### src/rtl/fb_write_queue.sv
// fb_write_queue: buffers painter commands ahead of frame-buffer port A and
// provides a full-screen clear sweep. Command word: {en, 3'bx, rgb444, addr16}.
// Optional build macro FBQ_COALESCE_EN: drops an enabled command identical to
// the most recently enqueued entry and counts it on coalesce_cnt.
module fb_write_queue #(
   parameter int          DEPTH       = 16,
   parameter int          FB_WORDS    = 65536,
   parameter logic [11:0] CLEAR_COLOR = 12'h000
) (
   input  logic                       clk,
   input  logic                       rst,
   input  logic                       cmd_valid,
   input  logic [31:0]                cmd_word,
   output logic                       cmd_ready,
   input  logic                       clear_req,
   output logic                       fb_we,
   output logic [15:0]                fb_addr,
   output logic [11:0]                fb_din,
   output logic                       busy,
   output logic [$clog2(DEPTH):0]     level,
   output logic [15:0]                stall_cnt
`ifdef FBQ_COALESCE_EN
   ,
   output logic [15:0]                coalesce_cnt
`endif
);

   localparam int          AW        = $clog2(DEPTH);
   localparam logic [AW:0] PTR_ONE   = (AW+1)'(1);
   localparam logic [15:0] LAST_ADDR = 16'(FB_WORDS - 1);

   typedef enum logic [1:0] {
      RUN   = 2'd0,
      FLUSH = 2'd1,
      CLEAR = 2'd2
   } state_t;

   state_t state, state_next;

   // Entry layout is {rgb[27:16], addr[15:0]}, the low 28 bits of the command.
   logic [27:0] mem [DEPTH];
   logic [AW:0] wr_ptr, rd_ptr;
   logic [27:0] head;
   logic        empty, full;
   logic        accept, push, pop;
   logic        dup;
   logic        enter_clear, sweep_done;
   logic [15:0] cnt;
   logic        unused_bits;

   // Bits [30:28] of the command word carry nothing for this block.
   assign unused_bits = ^cmd_word[30:28];

   assign empty     = (wr_ptr == rd_ptr);
   assign full      = (wr_ptr[AW] != rd_ptr[AW]) &&
                      (wr_ptr[AW-1:0] == rd_ptr[AW-1:0]);
   assign level     = wr_ptr - rd_ptr;
   assign head      = mem[rd_ptr[AW-1:0]];

   assign cmd_ready = ~rst & (state == RUN) & ~full;
   assign accept    = cmd_valid & cmd_ready;
   assign push      = accept & cmd_word[31] & ~dup;
   assign pop       = ((state == RUN) || (state == FLUSH)) & ~empty;

   assign enter_clear = (state == FLUSH) & empty;
   assign sweep_done  = (state == CLEAR) & (cnt == LAST_ADDR);

   assign busy = (state != RUN) | (level != '0) | fb_we;

`ifdef FBQ_COALESCE_EN
   logic        last_valid;
   logic [27:0] last_entry;

   assign dup = last_valid & (last_entry == cmd_word[27:0]);

   // Remember the most recent enqueued entry; forget it when a sweep begins.
   always_ff @(posedge clk or posedge rst) begin
      if (rst) begin
         last_valid <= 1'b0;
         last_entry <= '0;
      end else if (enter_clear) begin
         last_valid <= 1'b0;
      end else if (push) begin
         last_valid <= 1'b1;
         last_entry <= cmd_word[27:0];
      end
   end

   // Count enabled commands that were swallowed as duplicates, saturating.
   always_ff @(posedge clk or posedge rst) begin
      if (rst) begin
         coalesce_cnt <= '0;
      end else if (accept && cmd_word[31] && dup && coalesce_cnt != 16'hFFFF) begin
         coalesce_cnt <= coalesce_cnt + 16'd1;
      end
   end
`else
   assign dup = 1'b0;
`endif

   // State register.
   always_ff @(posedge clk or posedge rst) begin
      if (rst) begin
         state <= RUN;
      end else begin
         state <= state_next;
      end
   end

   // Next-state: a clear request first drains the queue, then sweeps.
   always_comb begin
      state_next = state;
      case (state)
         RUN: begin
            if (clear_req) begin
               state_next = FLUSH;
            end
         end
         FLUSH: begin
            if (enter_clear) begin
               state_next = CLEAR;
            end
         end
         CLEAR: begin
            if (sweep_done) begin
               state_next = RUN;
            end
         end
         default: state_next = RUN;
      endcase
   end

   // Queue storage; contents need no reset because the pointers gate them.
   always_ff @(posedge clk) begin
      if (push) begin
         mem[wr_ptr[AW-1:0]] <= cmd_word[27:0];
      end
   end

   // Read and write pointers carry one extra bit to tell full from empty.
   always_ff @(posedge clk or posedge rst) begin
      if (rst) begin
         wr_ptr <= '0;
         rd_ptr <= '0;
      end else begin
         if (push) begin
            wr_ptr <= wr_ptr + PTR_ONE;
         end
         if (pop) begin
            rd_ptr <= rd_ptr + PTR_ONE;
         end
      end
   end

   // Registered write port: queue head when draining, sweep address when clearing.
   always_ff @(posedge clk or posedge rst) begin
      if (rst) begin
         fb_we   <= 1'b0;
         fb_addr <= '0;
         fb_din  <= '0;
         cnt     <= '0;
      end else if (pop) begin
         fb_we   <= 1'b1;
         fb_addr <= head[15:0];
         fb_din  <= head[27:16];
      end else if (state == CLEAR) begin
         fb_we   <= 1'b1;
         fb_addr <= cnt;
         fb_din  <= CLEAR_COLOR;
         cnt     <= sweep_done ? 16'd0 : cnt + 16'd1;
      end else begin
         fb_we   <= 1'b0;
      end
   end

   // Count cycles where the producer was held off, saturating.
   always_ff @(posedge clk or posedge rst) begin
      if (rst) begin
         stall_cnt <= '0;
      end else if (cmd_valid && !cmd_ready && stall_cnt != 16'hFFFF) begin
         stall_cnt <= stall_cnt + 16'd1;
      end
   end

endmodule

### config.mk
export PLATFORM = sky130hd
export DESIGN_NAME = fb_write_queue
export DESIGN_NICKNAME = d
export VERILOG_FILES = /design/src/rtl/fb_write_queue.sv
export SDC_FILE = /design/constraint.sdc
export NUM_CORES = 1
export LEC_CHECK = 0
export ABC_AREA = 1
export CAP_MARGIN = 20
export CORE_UTILIZATION = 64
export CTS_BUF_LIST = sky130_fd_sc_hd__clkbuf_2 sky130_fd_sc_hd__clkbuf_4 sky130_fd_sc_hd__clkbuf_8
export DETAILED_ROUTE_END_ITERATION = 7
export PLACE_DENSITY_LB_ADDON = 0.15
export SKIP_CTS_REPAIR_TIMING = 1
export SYNTH_ARGS = -nofsm -noshare
export SYNTH_HDL_FRONTEND = slang
export SYNTH_SLANG_ARGS = --single-unit
### constraint.sdc
create_clock -name clk -period 9.73 [get_ports clk]
set_input_delay 1.4595 -clock clk [delete_from_list [all_inputs] [get_ports clk]]
set_output_delay 1.4595 -clock clk [all_outputs]
set_load 0.05 [all_outputs]
# After elaboration in Yosys (flattened, before gate mapping)
# Memories as Yosys holds them, arrays and structs flattened.
# Index checks and enable logic that the tools add are counted.
[totals] mem_bits_ro=0 output_inout_bits=52 memories=1 ramBits=448 input_bits=36 latch_bits=0 word_cells=61 reg_bits=73
[op_classes] div=0 n_addsub=5 n_mul=0 n_lt_le_gt_ge=0 muxes=13 shift=0 eq_ne=10 bitwise=13 n_reduce_logical=11
[mem_list] memory="mem" depth=16 word_bits=28 rd=1 rd_ports_with_merged_regs=0 wr=1 line_no="41" source="logic [27:0] mem [DEPTH];"
[op_table] operator="16-bit 2-to-1 mux" count=3
[op_table] operator="16-bit by 1-bit adder with 16-bit output (second input constant)" count=2
[op_table] operator="12-bit 2-to-1 mux" count=2
[op_table] operator="16-bit == test (second input constant)" count=1
[op_table] operator="16-bit != test (second input constant)" count=1
[op_table] operator="5-bit by 1-bit adder with 5-bit output (second input constant)" count=2
[op_table] operator="1-bit bitwise AND" count=7
[op_table] operator="2-bit 2-to-1 mux" count=3
[op_table] operator="2-bit != test (second input constant)" count=3
[op_table] operator="2-bit one-hot mux with 3 select lines" count=1
[op_table] operator="5-bit == test" count=1
[op_table] operator="5-bit nonzero test" count=1
[op_table] operator="5-bit subtractor" count=1
[op_table] operator="4-bit == test" count=1
[op_table] operator="1-bit 2-to-1 mux" count=4
[op_table] operator="1-bit inverter" count=4
[op_table] operator="2-bit nonzero test" count=2
[op_table] operator="1-bit logical AND" count=3
[op_table] operator="3-bit AND reduction" count=1
[op_table] operator="2-bit by 1-bit == test with 1-bit output (second input constant)" count=1
[op_table] operator="2-bit == test (second input constant)" count=1
[op_table] operator="2-bit logical NOT" count=1
[op_table] operator="1-bit OR" count=2
[op_table] operator="2-bit AND reduction" count=1
[op_table] operator="3 further kinds" count=3

# Longest topological paths before layout
# Gate-level depths: netlist of run 1.
[depth] word_depth=8 mapped_depth=16

# Least setup slack after synthesis of run 1
# Ideal clock, no wire load.
[synth_path] path_type="reg-to-output" start="reg rd_ptr[1]" end="out busy" required_time_ns=8.271 stages_incl_launch_ff=9 slack_ns=5.656 arrival_time_ns=2.615 cell_sequence="dfrtp_1 > buf_2 > inv_1 > buf_2 > buf_2 > fa_1 > xor2_1 > nor4_1 > nand4_1"
[synth_via] elab_chain_len=4
[synth_rtl] element="from (decl)" line_no="42" source="logic [AW:0] wr_ptr, rd_ptr;"
[synth_rtl] element="from (signal assigned)" line_no="150" source="rd_ptr <= rd_ptr + PTR_ONE;"
[synth_rtl] element="5-bit subtractor" line_no="57" source="assign level = wr_ptr - rd_ptr;"
[synth_rtl] element="named net level[2]" line_no="20" source="output logic [$clog2(DEPTH):0] level,"
[synth_rtl] element="5-bit nonzero test" line_no="68" source="assign busy = (state != RUN) | (level != '0) | fb_we;"
[synth_rtl] element="1-bit OR (2 in a row)" line_no="68"
[synth_rtl] element="to (decl)" line_no="19" source="output logic busy,"
# The timed path passes the listed nets, and every way through them passes these cells.

# Worst setup path in the final report of run 1
[layout_path] start="reg rd_ptr[1]" end="out busy"
[layout_via] elab_chain_len=4
[layout_rtl] element="5-bit subtractor" line_no="57"
[layout_rtl] element="5-bit nonzero test" line_no="68"
[layout_rtl] element="1-bit OR (2 in a row)" line_no="68"
# Every way passes these cells.

==> results.json, run 1 <==
{
  "yosys_warnings": 0,
  "outcome": "complete, no violations",
  "vias": 15300,
  "busiest_layer": "met2",
  "areaGrowthSynthToFinish_pct": 13.6,
  "cpPeakStageDelay_ns": 0.94,
  "worstPathRequired_ns": 8.27,
  "worst-slew-pin-transition_ns": 1.03,
  "fin_setup_tns_ns": 0,
  "ys_seq_area_share_pct": 69.0,
  "drive_gt1_share_pct": 9.72,
  "htree_levels": 3,
  "worst_setup_path_end_kind": "output pin",
  "antenna_found_initial": 0,
  "ys_types": 33,
  "cts_made_buffers": 83,
  "diodes": 0,
  "cellPowerDensity_nw_per_um2": 176,
  "synthArstFlopShare_pct": 14.0,
  "yosys-top-cells-area": "edfxtp_1 (61%), nand2_1 (13%), dfrtp_1 (8.2%)",
  "timing.final.crit_period_ns": 5.97,
  "crit_fanout": 60,
  "grt_usage_pct": 30.1,
  "met2_usage_pct": 47.3,
  "maxCapViolations": 0,
  "nets": 2224,
  "cts_root_buffer": "clkbuf_8",
  "grt_first_pass_wirelength_um": 80500,
  "wl_per_cell_um": 19.3,
  "grt-ovfl-total": 0,
  "rows": 67,
  "finalHoldViolations": 0,
  "dpl.hpwl_um": 27800,
  "core-area_um2": 33800,
  "met1_usage_pct": 42.2,
  "syn_avg_cell_area_um2": 10.7,
  "worstPathCellList": "clkinv_2 -> fa_1 -> xor2_1 -> nor4_1 -> nand4_1 -> clkdlybuf4s50_1",
  "reg2regPathDepth": 10,
  "synth_top_area_share_pct": 60.7,
  "ir_drop_mv": 0.127,
  "viasPerCell": 5.70,
  "grt_setup_unrepaired": "no",
  "grt_util_met3_pct": 5.75,
  "clkTransAtPathRegs_ns": 0.06,
  "portBuffers": 84,
  "cp.arrival_ns": 4.51,
  "chipHeight_um": 188,
  "final_common_cell": "nand2_1",
  "final_max_slew_viol_count": 0,
  "crit_type": "reg2out",
  "start_util_pct": 65.6,
  "drtIter0Drc": 1636,
  "finalSetupViolCount": 0,
  "synth_top_area_cell": "edfxtp_1",
  "io_pins": 88,
  "finalCritPeriodShare_pct": 61.3,
  "die-area_um2": 35400,
  "numClockSinks": 521,
  "synth_area_um2": 22200,
  "grt_pass1_vias": 14500,
  "ys.flop_type": "edfxtp_1",
  "p_leak_nw": 10.1,
  "grt_max_degree": 132,
  "slowest_stage": "dfrtp_4",
  "ant_nets": 0,
  "worst_hold_path.num_cells": 2,
  "synth_nets": 2128,
  "dr.pass1.iters": 7,
  "route.detailed.drc": 0,
  "finClkSkew_ns": 0.0242,
  "clock_path_buffers": 3,
  "syn_inst": 2080,
  "drt_wl_total_um": 52000,
  "clock_latency_ns": 0.65,
  "holdWs_ns": 0.478,
  "start_kind": "flip-flop",
  "maxSlewHeadroom_pct": 31.3,
  "final_cell_mix": "nand2_1 (789), edfxtp_1 (448), nand3_1 (308)",
  "synth_edf_count": 448,
  "cts_tree": "yes",
  "die_w_um": 188,
  "hp-class": "reg2reg",
  "place_congestion": 0.870,
  "timing.fmax_mhz": 168,
  "ys_seq_elements": 521
}
## cells by family after synthesis
| kind of cell | count (synthesis) | synth area share (%) |
|---|---|---|
| compound gates | 58 | 1.32 |
| xor+xnor | 30 | 1.19 |
| fa+ha+maj | 12 | 0.711 |
| buf+inv | 260 | 5.12 |
| flops | 521 | 69.0 |
| simple gates | 1199 | 22.7 |
## critical path, delay by kind of cell (launching register included)
kind / cells / cell delay (ns)
xor gates and xnor gates: 1 / 0.19
adders and majority gates: 1 / 0.76
buffers and inverters: 2 / 1.64
DFF: 1 / 0.94
and+or+nand+nor: 2 / 0.32
## per-layer routing
layer,share of wire [%],vias up
met2,47,855
met1,40,7222
met4,3.1,0
met3,9.8,135
li1,-,7126
met5,0,-
## final timing paths
kind | from | to | slack [ns]
hold reg to reg | fb_din[2] | fb_din[2] | 0.48
min in group asynchronous | rst | fb_we | 1.48
max in group asynchronous | rst | rd_ptr[1] | 7.56
setup / recovery | rd_ptr[1] | busy | 3.76
setup reg to reg | rd_ptr[1] | mem[10][8] | 4.58
hold / removal | fb_din[2] | fb_din[2] | 0.48
## through the flow
step | power (mW) | area, µm² | instances | utilization, % | setup slack (ns)
3_5_place_dp | 2.62 | 23400 | 2535 | 69.3 | 4.42
4_1_cts | 4.46 | 25100 | 2687 | 74.2 | 3.73
3_3_place_gp | 2.61 | 23300 | 2532 | 69.0 | 4.50
5_1_grt | 4.57 | 25200 | 2691 | 74.5 | 3.60
6_report | 4.44 | 25200 | 2691 | 74.5 | 3.76
2_1_floorplan | 2.56 | 22200 | 2080 | - | 5.66
## area by class of cell
| class | instances | area, µm² |
|---|---|---|
| sequential | 521 | 15300 |
| fill | 2233 | 8620 |
| multi-input combinational | 1299 | 5870 |
| clock buffer | 123 | 1490 |
| timing repair buffer | 111 | 1160 |
| inverter | 160 | 609 |
| tap | 448 | 561 |
| clock inverter | 29 | 186 |
## synthesized netlist by cell type, types with 2 or more instances
| cell | instances |
|---|---|
| buf_1 | 3 |
| nor3_2 | 2 |
| nor2_1 | 61 |
| nor3_1 | 9 |
| xor2_1 | 23 |
| buf_2 | 62 |
| inv_1 | 151 |
| ha_1 | 11 |
| a21oi_1 | 32 |
| buf_6 | 5 |
| dfrtp_1 | 73 |
| o21ai_1 | 9 |
| nand4_1 | 6 |
| nand2_2 | 15 |
| nand2_1 | 789 |
| inv_4 | 2 |
| inv_2 | 7 |
| clkbuf_1 | 20 |
| buf_4 | 10 |
| nand3_1 | 308 |
| nand3_2 | 2 |
| o21ai_0 | 16 |
| xnor2_1 | 7 |
| edfxtp_1 | 448 |
## registers in the layout, indices dropped and copies added, names as in the netlist
signal     flops
fb_din        12
stall_cnt     16
cnt           16
state          2
mem          448
rd_ptr         5
fb_addr       16
wr_ptr         5
fb_we          1
## where the power goes
| group | switching [mW] | internal, mW | total [mW] |
|---|---|---|---|
| combinational | 0.0813 | 0.0391 | 0.120 |
| clock | 0.853 | 1.02 | 1.87 |
| sequential | 0.0151 | 2.44 | 2.45 |
| total | 0.949 | 3.49 | 4.44 |
Power figures use the tool's default switching activity.
==> run 2, diff against run 1 <==
--- a/config.mk
+++ b/config.mk
@@ -7,7 +7,7 @@
 export LEC_CHECK = 0
 export ABC_AREA = 1
 export CAP_MARGIN = 20
-export CORE_UTILIZATION = 64
+export CORE_UTILIZATION = 63
 export CTS_BUF_LIST = sky130_fd_sc_hd__clkbuf_2 sky130_fd_sc_hd__clkbuf_4 sky130_fd_sc_hd__clkbuf_8
 export DETAILED_ROUTE_END_ITERATION = 7
 export PLACE_DENSITY_LB_ADDON = 0.15
==> constraint.sdc (replaced) <==
create_clock -name clk -period 6.2 [get_ports clk]
set_input_delay 0.93 -clock clk [delete_from_list [all_inputs] [get_ports clk]]
set_output_delay 0.93 -clock clk [all_outputs]
set_load 0.05 [all_outputs]
==> run 2 against run 1 <==
Against the previous run: sequential cell count did not move; critical path depth grew 1; count of clock-buffer cells in the layout down 12; register-to-register slack lost 2.7 ns; wire length shrank 2.4%; critical endpoint unchanged; largest power group unchanged; highest routed layer unchanged.
==> results.json, run 2 (same netlist as run 1, synthesis figures left out) <==
{
  "worst_setup_path_end_kind": "output pin",
  "p_sw_mw": 1.46,
  "sw_frac_of_total_pct": 21.1,
  "hp-class": "reg2reg",
  "finalCritPeriodShare_pct": 72.1,
  "seqPwrFrac_pct": 55.7,
  "worst-slew-pin-transition_ns": 1.13,
  "clock_latency_ns": 0.63,
  "areaGrowthSynthToFinish_pct": 13.3,
  "cts_root_buffer": "clkbuf_8",
  "start_util_pct": 64.2,
  "dpl.hpwl_um": 27500,
  "grt_setup_unrepaired": "no",
  "io_pins": 88,
  "cts_made_buffers": 82,
  "grt_max_degree": 199,
  "worstPathRequired_ns": 5.27,
  "pwr-share-clk_pct": 41.5,
  "grt-ovfl-total": 0,
  "clkTransAtPathRegs_ns": 0.06,
  "dr.pass1.iters": 6,
  "chipHeight_um": 190,
  "timing.final.crit_period_ns": 4.47,
  "maxSlewHeadroom_pct": 24.8,
  "nets": 2224,
  "grt_usage_pct": 29.3,
  "die-area_um2": 35900,
  "finalHoldViolations": 0,
  "rows": 68,
  "maxCapViolations": 0,
  "drive_gt1_share_pct": 9.41,
  "met2_usage_pct": 46.1,
  "outcome": "complete, no violations",
  "drtIter0Drc": 1562,
  "p_leak_nw": 10.0,
  "largest_reg_flops": 448,
  "timing.fmax_mhz": 224,
  "holdWs_ns": 0.480,
  "cellPowerDensity_nw_per_um2": 275,
  "finClkSkew_ns": 0.0224,
  "route.detailed.drc": 0,
  "drt_wl_total_um": 50700,
  "fin_setup_tns_ns": 0,
  "place_congestion": 0.822,
  "grt_pass1_vias": 14300,
  "die_w_um": 190,
  "internal_power_mw": 5.45,
  "portBuffers": 84,
  "cts_tree": "yes",
  "final_max_slew_viol_count": 0,
  "grt_util_met3_pct": 5.52,
  "busiest_layer": "met2",
  "vias": 15000,
  "start_kind": "flip-flop",
  "crit_type": "reg2out",
  "core-area_um2": 34500,
  "grt_first_pass_wirelength_um": 78800,
  "met1_usage_pct": 40.6,
  "final_cell_mix": "nand2_1 (789), edfxtp_1 (448), nand3_1 (308)",
  "antenna_found_initial": 2,
  "wl_per_cell_um": 18.8,
  "clock_path_buffers": 3,
  "crit_fanout": 37,
  "htree_levels": 3,
  "numClockSinks": 521,
  "viasPerCell": 5.55,
  "ant_nets": 0,
  "comb_power_share_pct": 2.8,
  "finalSetupViolCount": 0,
  "ir_drop_mv": 0.219,
  "cp.arrival_ns": 3.54,
  "final_common_cell": "nand2_1"
}
run 2: path summary, 6_finish.rpt:
| path | depth (start not counted) | to | startpoint | slack (ns) |
|---|---|---|---|---|
| max reg2reg | 9 | mem[5][10] | rd_ptr[1] | 1.89 |
| max in group asynchronous | 4 | fb_addr[4] | rst | 4.84 |
| min in group asynchronous | 3 | fb_din[3] | rst | 0.76 |
| min reg2reg | 2 | fb_din[2] | fb_din[2] | 0.48 |
| max | 7 | busy | rd_ptr[1] | 1.73 |
| min | 2 | fb_din[2] | fb_din[2] | 0.48 |
run 2: critical path: stages (launching register included):
cell             delay (ns)
dfrtp_4                0.46
clkinv_2               0.54
fa_1                   0.70
nand3_1                0.09
nand2_1                0.07
xor2_1                 0.16
nand4_1                0.10
clkdlybuf4s50_1        0.80
run 2: layer usage:
layer | routed length [µm] | up-vias
met5 | 0 | -
li1 | - | 7129
met1 | 21000 | 7084
met4 | 1450 | 0
met3 | 4300 | 113
met2 | 24000 | 646
run 2: layout make-up:
class                           count  area, µm²
Clock inverter                     40        273
Inverter                          160        611
Fill cell                        2419       9440
Clock buffer                      111       1370
Sequential cell                   521      15300
Multi-Input combinational cell   1299       5870
Antenna cell                        1       2.50
Tap cell                          455        569
Timing Repair Buffer              112       1130
run 2: per-stage QoR:
stage          utilization, %  power, mW  instance area, µm²  instances  worst slack, ns
6_report                 72.7       6.91               25100       2699             1.73
5_1_grt                  72.7       7.11               25100       2699             1.51
4_1_cts                  72.6       6.95               25100       2697             1.68
3_5_place_dp             67.9       4.11               23400       2546             1.94
3_3_place_gp             67.6       4.10               23400       2542             1.97
2_1_floorplan               -       4.01               22200       2080             2.66
run 2: power by group through the flow:
stage	sequential (mW)	clock (mW)	combinational, mW
6_report	3.85	2.86	0.193
3_3_place_gp	3.92	0	0.186
3_5_place_dp	3.92	0	0.191
2_1_floorplan	3.96	0	0.0476
5_1_grt	3.85	3.05	0.208
4_1_cts	3.85	2.91	0.191
==> run 3, diff against run 2 <==
==> constraint.sdc (replaced) <==
create_clock -name clk -period 4.3 [get_ports clk]
set_input_delay 0.645 -clock clk [delete_from_list [all_inputs] [get_ports clk]]
set_output_delay 0.645 -clock clk [all_outputs]
set_load 0.05 [all_outputs]
==> run 3 against run 2 <==
Against the previous run: register-to-register slack worse by 0.88 ns; power rose by 45%; final area up 0.32%; via count increased by 1.7%; wire length up 2.4%.
==> results.json, run 3 (same netlist as run 1, synthesis figures left out) <==
{
  "outcome": "complete, no violations",
  "ir_drop_mv": 0.294,
  "timing.final.crit_period_ns": 3.72,
  "dpl.hpwl_um": 28700,
  "fin_setup_tns_ns": 0,
  "sw_frac_of_total_pct": 21.3,
  "final_max_slew_viol_count": 0,
  "seqPwrFrac_pct": 55.3,
  "finalHoldViolations": 0,
  "final_common_cell": "nand2_1",
  "comb_power_share_pct": 2.8,
  "diodes": 0,
  "portBuffers": 84,
  "grt_max_degree": 135,
  "htree_levels": 3,
  "worstSetupEndpoint": "level[1]",
  "start_util_pct": 64.2,
  "p_sw_mw": 2.14,
  "grt_first_pass_wirelength_um": 80400,
  "final_cell_mix": "nand2_1 (789), edfxtp_1 (448), nand3_1 (308)",
  "cp.arrival_ns": 3.07,
  "worstReg2RegEnd": "mem[0][25]",
  "numClockSinks": 521,
  "wl_per_cell_um": 19.2,
  "cp-startpoint": "rd_ptr[0]",
  "worst_setup_path_end_kind": "output pin",
  "grt_usage_pct": 29.8,
  "r2r-start": "rd_ptr[0]",
  "worst-slew-pin-transition_ns": 1.08,
  "viasPerCell": 5.64,
  "maxCapViolations": 0,
  "route.detailed.drc": 0,
  "start_kind": "flip-flop",
  "hp-class": "in2async",
  "dp_cells": 2551,
  "grt_pass1_vias": 14900,
  "rows": 68,
  "finalSetupViolCount": 0,
  "internal_power_mw": 7.90,
  "grt_setup_unrepaired": "no",
  "finClkSkew_ns": 0.0261,
  "drive_gt1_share_pct": 9.84,
  "die_w_um": 190,
  "worstPathRequired_ns": 3.65,
  "clock_latency_ns": 0.63,
  "chipHeight_um": 190,
  "timing.fmax_mhz": 269,
  "cts_made_buffers": 82,
  "clkTransAtPathRegs_ns": 0.06,
  "grt-ovfl-total": 0,
  "antenna_found_initial": 1,
  "pwr-share-clk_pct": 41.9,
  "num-fill-cells": 2408,
  "maxSlewHeadroom_pct": 28.0,
  "core-area_um2": 34500,
  "cts_root_buffer": "clkbuf_8",
  "p_leak_nw": 10.1,
  "areaGrowthSynthToFinish_pct": 13.7,
  "cts_tree": "yes",
  "io_pins": 88,
  "crit_fanout": 47,
  "dr.pass1.iters": 5,
  "reg2regPathDepth": 10,
  "holdWs_ns": 0.391,
  "ant_nets": 0,
  "crit_type": "reg2out",
  "vias": 15200,
  "r2r_slack_ns": 1.01,
  "place_congestion": 0.867,
  "cellPowerDensity_nw_per_um2": 399,
  "clock_path_buffers": 3,
  "drtIter0Drc": 1256,
  "die-area_um2": 35900,
  "finalCritPeriodShare_pct": 86.5,
  "drt_wl_total_um": 52000,
  "nets": 2229,
  "largest_reg_flops": 448,
  "stdcell_count": 2701
}
run 3: cell types whose count changed in the layout (fill, tap and decap cells not counted), moves of 2 or more:
cell / before / now
buf_12: 5 / 10
clkbuf_4: 26 / 17
bufinv_16: 3 / 5
clkinv_2: 12 / 19
buf_4: 22 / 28
clkdlybuf4s50_1: 84 / 79
clkinv_1: 21 / 19
run 3: worst max-delay path, stage by stage (launching register included):
cell	delay [ns]
dfrtp_4	0.80
ha_1	0.26
inv_1	0.06
fa_1	0.52
clkdlybuf4s50_1	0.81
run 3: power groups by stage:
stage | combinational, mW | sequential (mW) | clock (mW)
after global placement | 0.271 | 5.65 | 0
final | 0.281 | 5.55 | 4.21
after global routing | 0.300 | 5.55 | 4.48
after CTS | 0.280 | 5.55 | 4.26
after floorplan | 0.0687 | 5.72 | 0
after detailed placement | 0.279 | 5.65 | 0
run 3: worst min path at each step:
| stage | from | cells after the start | end |
|---|---|---|---|
| finish | rst | 2 | stall_cnt[10] |
| global route | rst | 2 | stall_cnt[11] |
| CTS | fb_addr[1] | 2 | fb_addr[1] |
| detailed placement | fb_din[10] | 2 | fb_din[10] |
| global placement | fb_addr[1] | 2 | fb_addr[1] |
| floorplan | cnt[10] | 2 | cnt[10] |
run 3: through the flow:
step                utilization (%)  total power, mW  setup slack, ns  area, µm²
detailed placement             68.1             5.93             1.07      23500
finish                         72.9             10.0            0.581      25200
global route                   72.9             10.3            0.484      25200
CTS                            72.9             10.1            0.554      25200
global placement               68.1             5.92             1.09      23500
floorplan                         -             5.78            0.818      22200
run 3: cell type report:
cell class	instances	area, µm²	area share, %
clock inverter	47	357	1.42
clock buffer	102	1300	5.15
timing repair buffer	117	1200	4.77
tap	455	569	2.26
multi-input combinational	1299	5870	23.3
inverter	160	611	2.42
sequential	521	15300	60.7
run 3: metal layers:
layer / vias up / GRT usage (%) / wire, µm
met5: - / 0 / 0
met4: 0 / 12.2 / 1220
li1: 7136 / - / -
met2: 705 / 47.6 / 25000
met3: 111 / 5.57 / 4840
met1: 7280 / 40.8 / 21000
